--- config.mk ---
export PLATFORM = sky130hd
export DESIGN_NAME = d_branch_ctrl
export DESIGN_NICKNAME = d
export VERILOG_FILES = /design/src/rtl/d_branch_ctrl.sv
export SDC_FILE = /design/constraint.sdc
export NUM_CORES = 1
export LEC_CHECK = 0
export ABC_AREA = 1
export CAP_MARGIN = 10
export CORE_MARGIN = 3
export CORE_UTILIZATION = 50
export DETAILED_ROUTE_END_ITERATION = 6
export PLACE_DENSITY = 0.69
export SETUP_SLACK_MARGIN = 0.1
export SLEW_MARGIN = 15
export SYNTH_ARGS = -nofsm -noshare
export SYNTH_HDL_FRONTEND = slang
export SYNTH_SLANG_ARGS = --single-unit
--- constraint.sdc ---
create_clock -name clk -period 3.18 [get_ports clk]
set_input_delay 0.477 -clock clk [delete_from_list [all_inputs] [get_ports clk]]
set_output_delay 0.477 -clock clk [all_outputs]
set_load 0.01 [all_outputs]
--- src/rtl/d_branch_ctrl.sv ---
// d_branch_ctrl
//   Decode-stage branch hazard controller. Keeps a 32-entry scoreboard of
//   two-bit countdowns that say how many cycles remain before each register
//   result can be forwarded into the D-stage comparator. A compare-branch
//   in D is held until both of its sources are forwardable. A branch that
//   leaves D is reported one cycle later on the E_br_* outputs.
//
// Parameters
//   MAX_STALL    longest run of consecutive stall cycles on one branch
//                before err_timeout is raised
//
// Ports
//   clk          single clock, rising edge
//   reset        synchronous, active-high
//   D_valid      an instruction occupies D
//   D_is_branch  the D instruction is a compare-branch
//   D_CMPop      3'd0 beq (rs, rt), 3'd1 bltzal (rs only), others not branches
//   D_rs, D_rt   comparator source registers
//   D_cmp_sig    comparator result for the current D operands
//   D_wr, D_rd   the D instruction writes D_rd
//   D_lat        cycles until that result is forwardable (1 ALU, 2 load, 3 mul)
//   D_stall      hold F and D this cycle (combinational)
//   E_br_valid   a branch left D last cycle
//   E_br_taken   that branch is taken
//   err_timeout  sticky stall-timeout flag
//   stall_cnt    saturating count of stall cycles since reset

module d_branch_ctrl #(
    parameter int unsigned MAX_STALL = 3
) (
    input  logic        clk,
    input  logic        reset,
    input  logic        D_valid,
    input  logic        D_is_branch,
    input  logic [2:0]  D_CMPop,
    input  logic [4:0]  D_rs,
    input  logic [4:0]  D_rt,
    input  logic        D_cmp_sig,
    input  logic        D_wr,
    input  logic [4:0]  D_rd,
    input  logic [1:0]  D_lat,
    output logic        D_stall,
    output logic        E_br_valid,
    output logic        E_br_taken,
    output logic        err_timeout,
    output logic [15:0] stall_cnt
);

    typedef enum logic {
        RUN  = 1'b0,
        WAIT = 1'b1
    } state_e;

    state_e            state_q, state_d;
    logic [31:0][1:0]  sb_q, sb_d;
    logic [15:0]       waitCnt_q, waitCnt_d;
    logic              errTimeout_q, errTimeout_d;
    logic [15:0]       stallCnt_q, stallCnt_d;
    logic              brValid_q, brValid_d;
    logic              brTaken_q, brTaken_d;

    logic isBeq, isBltzal, brValidD, rsBusy, rtBusy, hazard, issue;

    // Decode the branch type; unknown CMPop codes are treated as ordinary
    // instructions, so they never stall and never report a branch.
    always_comb begin
        isBeq    = (D_CMPop == 3'd0);
        isBltzal = (D_CMPop == 3'd1);
        brValidD = D_valid && D_is_branch && (isBeq || isBltzal);
        rsBusy   = (sb_q[D_rs] != 2'd0);
        rtBusy   = (sb_q[D_rt] != 2'd0);
        hazard   = brValidD && (rsBusy || (isBeq && rtBusy));
        D_stall  = hazard;
        issue    = D_valid && !hazard;
    end

    // Scoreboard next state: every pending entry counts down, an issuing
    // writer reloads its destination, and an issuing bltzal reloads $31 for
    // the link write. The link load is applied last so it wins if both hit $31.
    always_comb begin
        sb_d = '0;
        for (int i = 1; i < 32; i++) begin
            sb_d[i] = (sb_q[i] != 2'd0) ? (sb_q[i] - 2'd1) : 2'd0;
        end
        if (issue && D_wr && (D_rd != 5'd0)) begin
            sb_d[D_rd] = D_lat;
        end
        if (issue && brValidD && isBltzal) begin
            sb_d[31] = 2'd1;
        end
        sb_d[0] = 2'd0;
    end

    // FSM next state plus the wait counter and timeout flag. The counter
    // tracks how many consecutive cycles the current branch has spent stalled.
    always_comb begin
        state_d = state_q;
        case (state_q)
            RUN:     if (hazard)  state_d = WAIT;
            WAIT:    if (!hazard) state_d = RUN;
            default: state_d = RUN;
        endcase

        if (state_d == WAIT) begin
            waitCnt_d = (waitCnt_q == 16'hFFFF) ? waitCnt_q : (waitCnt_q + 16'd1);
        end else begin
            waitCnt_d = 16'd0;
        end

        errTimeout_d = errTimeout_q || ({16'd0, waitCnt_d} > MAX_STALL);
    end

    // Branch report for the E stage and the global stall statistic.
    always_comb begin
        brValid_d  = issue && brValidD;
        brTaken_d  = issue && brValidD && D_cmp_sig;
        stallCnt_d = stallCnt_q;
        if (hazard && (stallCnt_q != 16'hFFFF)) begin
            stallCnt_d = stallCnt_q + 16'd1;
        end
    end

    // All state updates; reset discards pending writes and any stall history.
    always_ff @(posedge clk) begin
        if (reset) begin
            state_q      <= RUN;
            sb_q         <= '0;
            waitCnt_q    <= 16'd0;
            errTimeout_q <= 1'b0;
            stallCnt_q   <= 16'd0;
            brValid_q    <= 1'b0;
            brTaken_q    <= 1'b0;
        end else begin
            state_q      <= state_d;
            sb_q         <= sb_d;
            waitCnt_q    <= waitCnt_d;
            errTimeout_q <= errTimeout_d;
            stallCnt_q   <= stallCnt_d;
            brValid_q    <= brValid_d;
            brTaken_q    <= brTaken_d;
        end
    end

    assign E_br_valid  = brValid_q;
    assign E_br_taken  = brTaken_q;
    assign err_timeout = errTimeout_q;
    assign stall_cnt   = stallCnt_q;

endmodule

==> results of run 1 <==
==> cell usage after synthesis, types with 8 or more instances <==
| cell type | instances |
|---|---|
| clkbuf_1 | 21 |
| nand3_1 | 261 |
| buf_6 | 8 |
| a21oi_1 | 85 |
| nor2_1 | 65 |
| nor3_1 | 20 |
| xnor2_1 | 8 |
| buf_2 | 8 |
| o21ai_0 | 92 |
| dfxtp_1 | 97 |
| inv_1 | 85 |
| nand2_1 | 151 |
| xor2_1 | 11 |
==> registers in the layout, indices dropped and copies added (netlist names) <==
signal	count
stall_cnt	16
sb_q	62
E_br_taken	1
E_br_valid	1
err_timeout	1
waitCnt_q	16
==> metal layers <==
metal	track usage, %	routed length [um]	up-vias
li1	-	-	3337
met4	5.57	140	0
met5	0	0	-
met2	39.7	7630	214
met3	5.65	1290	13
met1	41.0	8750	2940
==> metrics by stage <==
stage          area (um2)  hold WS, ns  setup WS (ns)  power (mW)  util, %
4_1_cts              6930        0.493          0.116        2.62     59.7
2_1_floorplan        6060        0.460           1.10        1.40        -
6_report             6940        0.485          0.292        2.60     59.8
3_3_place_gp         6630        0.459       -0.00869        1.49     57.1
3_5_place_dp         6630        0.463        -0.0443        1.49     57.1
5_1_grt              6940        0.522          0.108        2.68     59.8
==> placed cells by master, fill, tap and decap left out, types with 15 or more instances in the layout <==
| cell | instances |
|---|---|
| nand3_1 | 261 |
| nand2_1 | 151 |
| dfxtp_1 | 97 |
| o21ai_0 | 92 |
| inv_1 | 85 |
| a21oi_1 | 85 |
| nor2_1 | 65 |
| clkdlybuf4s50_1 | 40 |
| nor3_1 | 20 |
| buf_4 | 15 |
==> worst min-delay path: stages, from the launching register on <==
cell and delay (ns):
dfxtp_1 0.33, nand2_1 0.05, o21ai_0 0.07
==> final cells by class <==
class	instances	area (um2)	area share [%]
sequential	97	1940	28.0
multi-input combinational	728	3520	50.7
clock buffer	9	225	3.24
clock inverter	7	78.8	1.14
inverter	92	353	5.08
tap	143	179	2.58
timing repair buffer	65	643	9.26
==> power groups by stage <==
| stage | combinational, mW | sequential (mW) | clock (mW) |
|---|---|---|---|
| 6_report | 0.248 | 1.22 | 1.13 |
| 3_3_place_gp | 0.245 | 1.25 | 0 |
| 5_1_grt | 0.270 | 1.22 | 1.19 |
| 4_1_cts | 0.245 | 1.22 | 1.16 |
| 3_5_place_dp | 0.245 | 1.25 | 0 |
| 2_1_floorplan | 0.148 | 1.25 | 0 |
==> final timing paths <==
kind	cells after the start	endpoint	start
max reg2reg	12	err_timeout	waitCnt_q[0]
max	12	D_stall	D_rt[2]
min reg2reg	2	err_timeout	err_timeout
min	2	err_timeout	err_timeout
==> cell families (layout without fill, tap and decap cells) <==
group	count (synthesis)	count (layout)	share of synthesized area [%]
AO/OA/AOI/OAI	190	190	15.9
XOR/XNOR	19	19	2.75
adder cells (fa/ha/maj)	2	2	0.413
buffers and inverters	134	173	9.85
flip-flops	97	97	32.0
AND/OR/NAND/NOR	517	517	39.0
==> out/summary.txt, run 1 <==
outcome -> finished, final reports clean
area share of the largest cell type after synthesis -> 32.0%
Reg clk slew, reported paths -> 0.07 ns
Avg Cell Area, Syn -> 6.32 um2
Via density -> 5.70
Switching Fraction -> 26.2%
crit end category -> primary output
Synth area leader -> dfxtp_1
Final min period -> 2.89 ns
setup violators final -> 0
arrival time worst endpoint -> 2.41 ns
Largest delay share family, worst path -> buffers and inverters
post-route insts no fill -> 1141
post-detail-place hpwl -> 12100 um
CTS resizes -> 1
yosys warns -> 0
die area -> 13500 um2
Final nets -> 1021
period utilization -> 90.8%
unrepaired setup endpoints after global routing -> no
Pins Over Slew Limit -> 0
EDFF count, synth -> 0
clock sink count -> 97
fraction of layout cells with a size suffix above 1 -> 5.51%
Setup CP Type -> primary input to primary output
Syn Std Cell Area -> 6060 um2
Cell Pwr Density -> 374 nW/um2
hold buffers post-CTS -> 0
Peak supply drop -> 0.451 mV
Core Region -> 11600 um2
crit-path cells -> clkdlybuf4s50_1 > inv_1 > a21oi_1 > nand3_1 > nand2_1 > nand2_1 > nand3_1 > nand3_2 > nand2_2 > nand2_4 > inv_4 > clkdlybuf4s50_1
CTS tree -> built
Slowest-stage cell, CP -> clkdlybuf4s50_1
worst path required time -> 2.70 ns
row count -> 39
H-tree depth -> 3
drt first pass iters -> 5
global-route wire length before repair -> 29100 um
Setup Buffers After CTS -> 0
P_int -> 1.92 mW
Clock Latency Late Sink -> 0.36 ns
vias post-DR -> 6504
ys flop type -> dfxtp_1
DRC violations left -> 0
Final Hold Vio Count -> 0
Mapped Nets -> 987
sequential share of the synthesized area -> 32.0%
CTS buffer count -> 9
Max stage delay on crit path -> 0.57 ns
clock share of power -> 43.5%
r2r setup slk -> 0.86 ns
Slew @ Worst Pin -> 0.811 ns
Ant. Diodes -> 0
Sequential Power Share -> 46.9%
clk root buf -> clkbuf_16
critical-path maximum fanout -> 4
Post-Syn Instances -> 959
number of synthesized register bits -> 97
Detailed Route WL -> 17800 um
chip width -> 116 um
Rel. slew slack -> 45.9%
Max Clk Rate -> 0.346 GHz
initial DRC count -> 704
Buffers on Ports -> 45
Hold Crit Class -> flop to flop
Total GRT Usage -> 27.1%
I/O pins -> 46
top cells by area, synth -> dfxtp_1 32%, nand3_1 22%, nand2_1 9.4%
gpl congestion -> 0.943
vias in the first global route -> 5690
Layout area overhead -> 14.6%
asr flop ratio synth -> 0%
Die Height -> 116 um
Placed Cells -> 1125
Unique masters post-synth -> 31
Layout Skew -> 0.00710 ns
CP Buf/Inv Count -> 4
Psw -> 682 uW
crit start category -> primary input
fill count -> 1182
largest net degree at the start of global routing -> 64
aggregate global routing overflow -> 0
Setup Total Neg Slack -> 0 ns
Pleak -> 2.33 nW
initial antenna violation count -> 0
Logic pwr share -> 9.6%
ANT nets after route -> 0
maxcap violations -> 0
CTS Buffer Depth -> 2
DR WL/cell -> 15.6 um
Initial Utilization -> 52.2%
(Power assumes the default switching activity.)
==> run 2, diff against run 1 <==
Settings changed: PLACE_DENSITY 0.69 to 0.8.
==> run 2 against run 1 <==
Against the previous run: highest routed layer unchanged; via count is 1.9% higher; non-clock buffer count is 1 lower; die area unchanged; power up 1.9%; register-to-register slack better by 0.04 ns; routed wire length fell by 3.7%.
==> out/summary.txt, run 2 (synthesis results as in run 1) <==
vias post-DR -> 6628 (was 6504)
clk root buf -> clkbuf_16 (unchanged)
Ant. Diodes -> 0 (unchanged)
CTS Buffer Depth -> 2 (unchanged)
clock sink count -> 97 (unchanged)
Reg clk slew, reported paths -> 0.07 ns (about the same)
Cell Pwr Density -> 382 nW/um2 (was 374 nW/um2)
Final nets -> 1020 (was 1021)
Final Hold Vio Count -> 0 (unchanged)
Clock Latency Late Sink -> 0.37 ns (was 0.36 ns)
WHS -> 0.419 ns (was 0.485 ns)
Rel. slew slack -> 43.5% (was 45.9%)
Core Region -> 11600 um2 (unchanged)
Final Instance Area -> 6930 um2 (was 6940 um2)
worst hold endpoint -> stall_cnt[13] (was err_timeout)
crit start category -> primary input (unchanged)
DRC violations left -> 0 (unchanged)
period utilization -> 84.1% (was 90.8%)
Via density -> 5.81 (was 5.70)
CTS tree -> built (unchanged)
initial antenna violation count -> 0 (unchanged)
Max Clk Rate -> 0.374 GHz (was 0.346 GHz)
fraction of layout cells with a size suffix above 1 -> 5.32% (was 5.51%)
largest net degree at the start of global routing -> 72 (was 64)
Detailed Route WL -> 17100 um (was 17800 um)
Final min period -> 2.67 ns (was 2.89 ns)
P_int -> 1.95 mW (was 1.92 mW)
Initial Utilization -> 52.2% (unchanged)
Slew @ Worst Pin -> 0.847 ns (was 0.811 ns)
unrepaired setup endpoints after global routing -> no (unchanged)
aggregate global routing overflow -> 0 (unchanged)
H-tree depth -> 3 (unchanged)
Layout Skew -> 0.0155 ns (was 0.00710 ns)
commonest non-fill, non-tap cells in the layout -> 261 x nand3_1, 151 x nand2_1, 97 x dfxtp_1 (unchanged)
Setup Buffers After CTS -> 0 (unchanged)
initial DRC count -> 727 (was 704)
chip width -> 116 um (unchanged)
Psw -> 700 uW (was 682 uW)
crit end category -> primary output (unchanged)
ANT nets after route -> 0 (unchanged)
max reg flops -> 62 (unchanged)
Reg2Reg Depth -> 12 (unchanged)
Pins Over Slew Limit -> 0 (unchanged)
row count -> 39 (unchanged)
DR WL/cell -> 15.0 um (was 15.6 um)
Setup CP Type -> primary input to primary output (unchanged)
maxcap violations -> 0 (unchanged)
Sequential Power Share -> 46.1% (was 46.9%)
drt first pass iters -> 5 (unchanged)
clock share of power -> 44.8% (was 43.5%)
worst r2r dst -> err_timeout (unchanged)
Die Height -> 116 um (unchanged)
Total GRT Usage -> 25.9% (was 27.1%)
I/O pins -> 46 (unchanged)
Tot Pwr -> 2.65 mW (was 2.60 mW)
hold wc startpoint -> reset (was err_timeout)
Buffers on Ports -> 45 (unchanged)
commonest non-fill, non-tap cell in the layout -> nand3_1 (unchanged)
Biggest register -> sb_q (unchanged)
outcome -> finished, final reports clean (unchanged)
die area -> 13500 um2 (unchanged)
Cells on Worst Hold Path -> 2 (unchanged)
critical-path maximum fanout -> 12 (was 4)
Layout area overhead -> 14.3% (was 14.6%)
r2r setup slk -> 0.90 ns (was 0.86 ns)
Hold Crit Class -> primary input to flop (was flop to flop)
Pleak -> 2.33 nW (about the same)
CTS buffer count -> 9 (unchanged)
worst r2r src -> waitCnt_q[0] (unchanged)
post-detail-place hpwl -> 11400 um (was 12100 um)
setup violators final -> 0 (unchanged)
global-route wire length before repair -> 28300 um (was 29100 um)
Logic pwr share -> 9.2% (was 9.6%)
gpl congestion -> 0.944 (was 0.943)
Post-DP Area -> 6610 um2 (was 6630 um2)
Peak supply drop -> 0.333 mV (was 0.451 mV)
Switching Fraction -> 26.5% (was 26.2%)
vias in the first global route -> 5908 (was 5690)
arrival time worst endpoint -> 2.20 ns (was 2.41 ns)
Setup Total Neg Slack -> 0 ns (unchanged)
worst path required time -> 2.70 ns (about the same)
run 2: changes by cell type in the layout (fill, tap and decap cells not counted), sizes merged:
cell           previous run  this run
inv                      94        97
clkinvlp                  2         0
clkinv                    2         0
dlymetal6s2s              3         2
buf                      21        20
dlygate4sd2               0         1
clkdlybuf4s50            40        41
run 2: per-layer routing:
layer	share of wire [%]	track usage [%]	up-vias
met5	0	0	-
met4	2.9	10.4	0
met3	6.3	4.25	34
met2	47	42.1	206
met1	44	34.3	3059
li1	-	-	3329
run 2: critical path, cell delays in order:
cell and delay [ns]:
clkdlybuf4s50_1 0.52, buf_4 0.22, o21ai_0 0.11, o211ai_1 0.09, nand3_1 0.10, nand3_1 0.09
nand2_1 0.05, nand2_1 0.05, nand2_1 0.09, nand2_2 0.10, nand2_4 0.07, inv_4 0.08
dlymetal6s2s_1 0.16
run 2: how the worst max path moves through the flow:
stage	start	endpoint	slack (ns)	depth (start not counted)
2_1_floorplan	D_rt[1]	D_stall	1.10	15
3_3_place_gp	D_rt[1]	D_stall	0.01	14
3_5_place_dp	D_rt[1]	D_stall	-0.007	14
4_1_cts	D_rt[0]	D_stall	0.11	14
5_1_grt	D_rs[1]	D_stall	0.36	13
6_report	D_rs[0]	D_stall	0.51	13
run 2: area by class of cell:
type | instances | area (um2)
fillers | 1107 | 4690
multi-input cells | 728 | 3520
flip-flops and latches | 97 | 1940
repair buffers | 64 | 617
inverters | 92 | 350
clock buffers | 10 | 239
well taps | 143 | 179
clock inverters | 6 | 78.8
run 2: stage by stage:
stage               setup WS (ns)  cells  utilization (%)
global route                0.360   1140             59.7
global placement           0.0125   1124             56.9
floorplan                    1.10    959                -
detailed placement       -0.00669   1124             56.9
CTS                         0.108   1140             59.6
finish                      0.507   1140             59.7
run 2: power by group through the flow:
stage	Clock (mW)	Combinational (mW)	Sequential (mW)
after global placement	0	0.236	1.25
after CTS	1.20	0.239	1.22
after global routing	1.24	0.266	1.22
after detailed placement	0	0.237	1.25
final	1.18	0.243	1.22
after floorplan	0	0.148	1.25
run 2: timing repair:
item | in CTS | in global routing
endpoints found under the setup margin | 1 | 1
pin swaps | 0 | 0
resized for setup | 1 | 2
hold buffers | 0 | 0
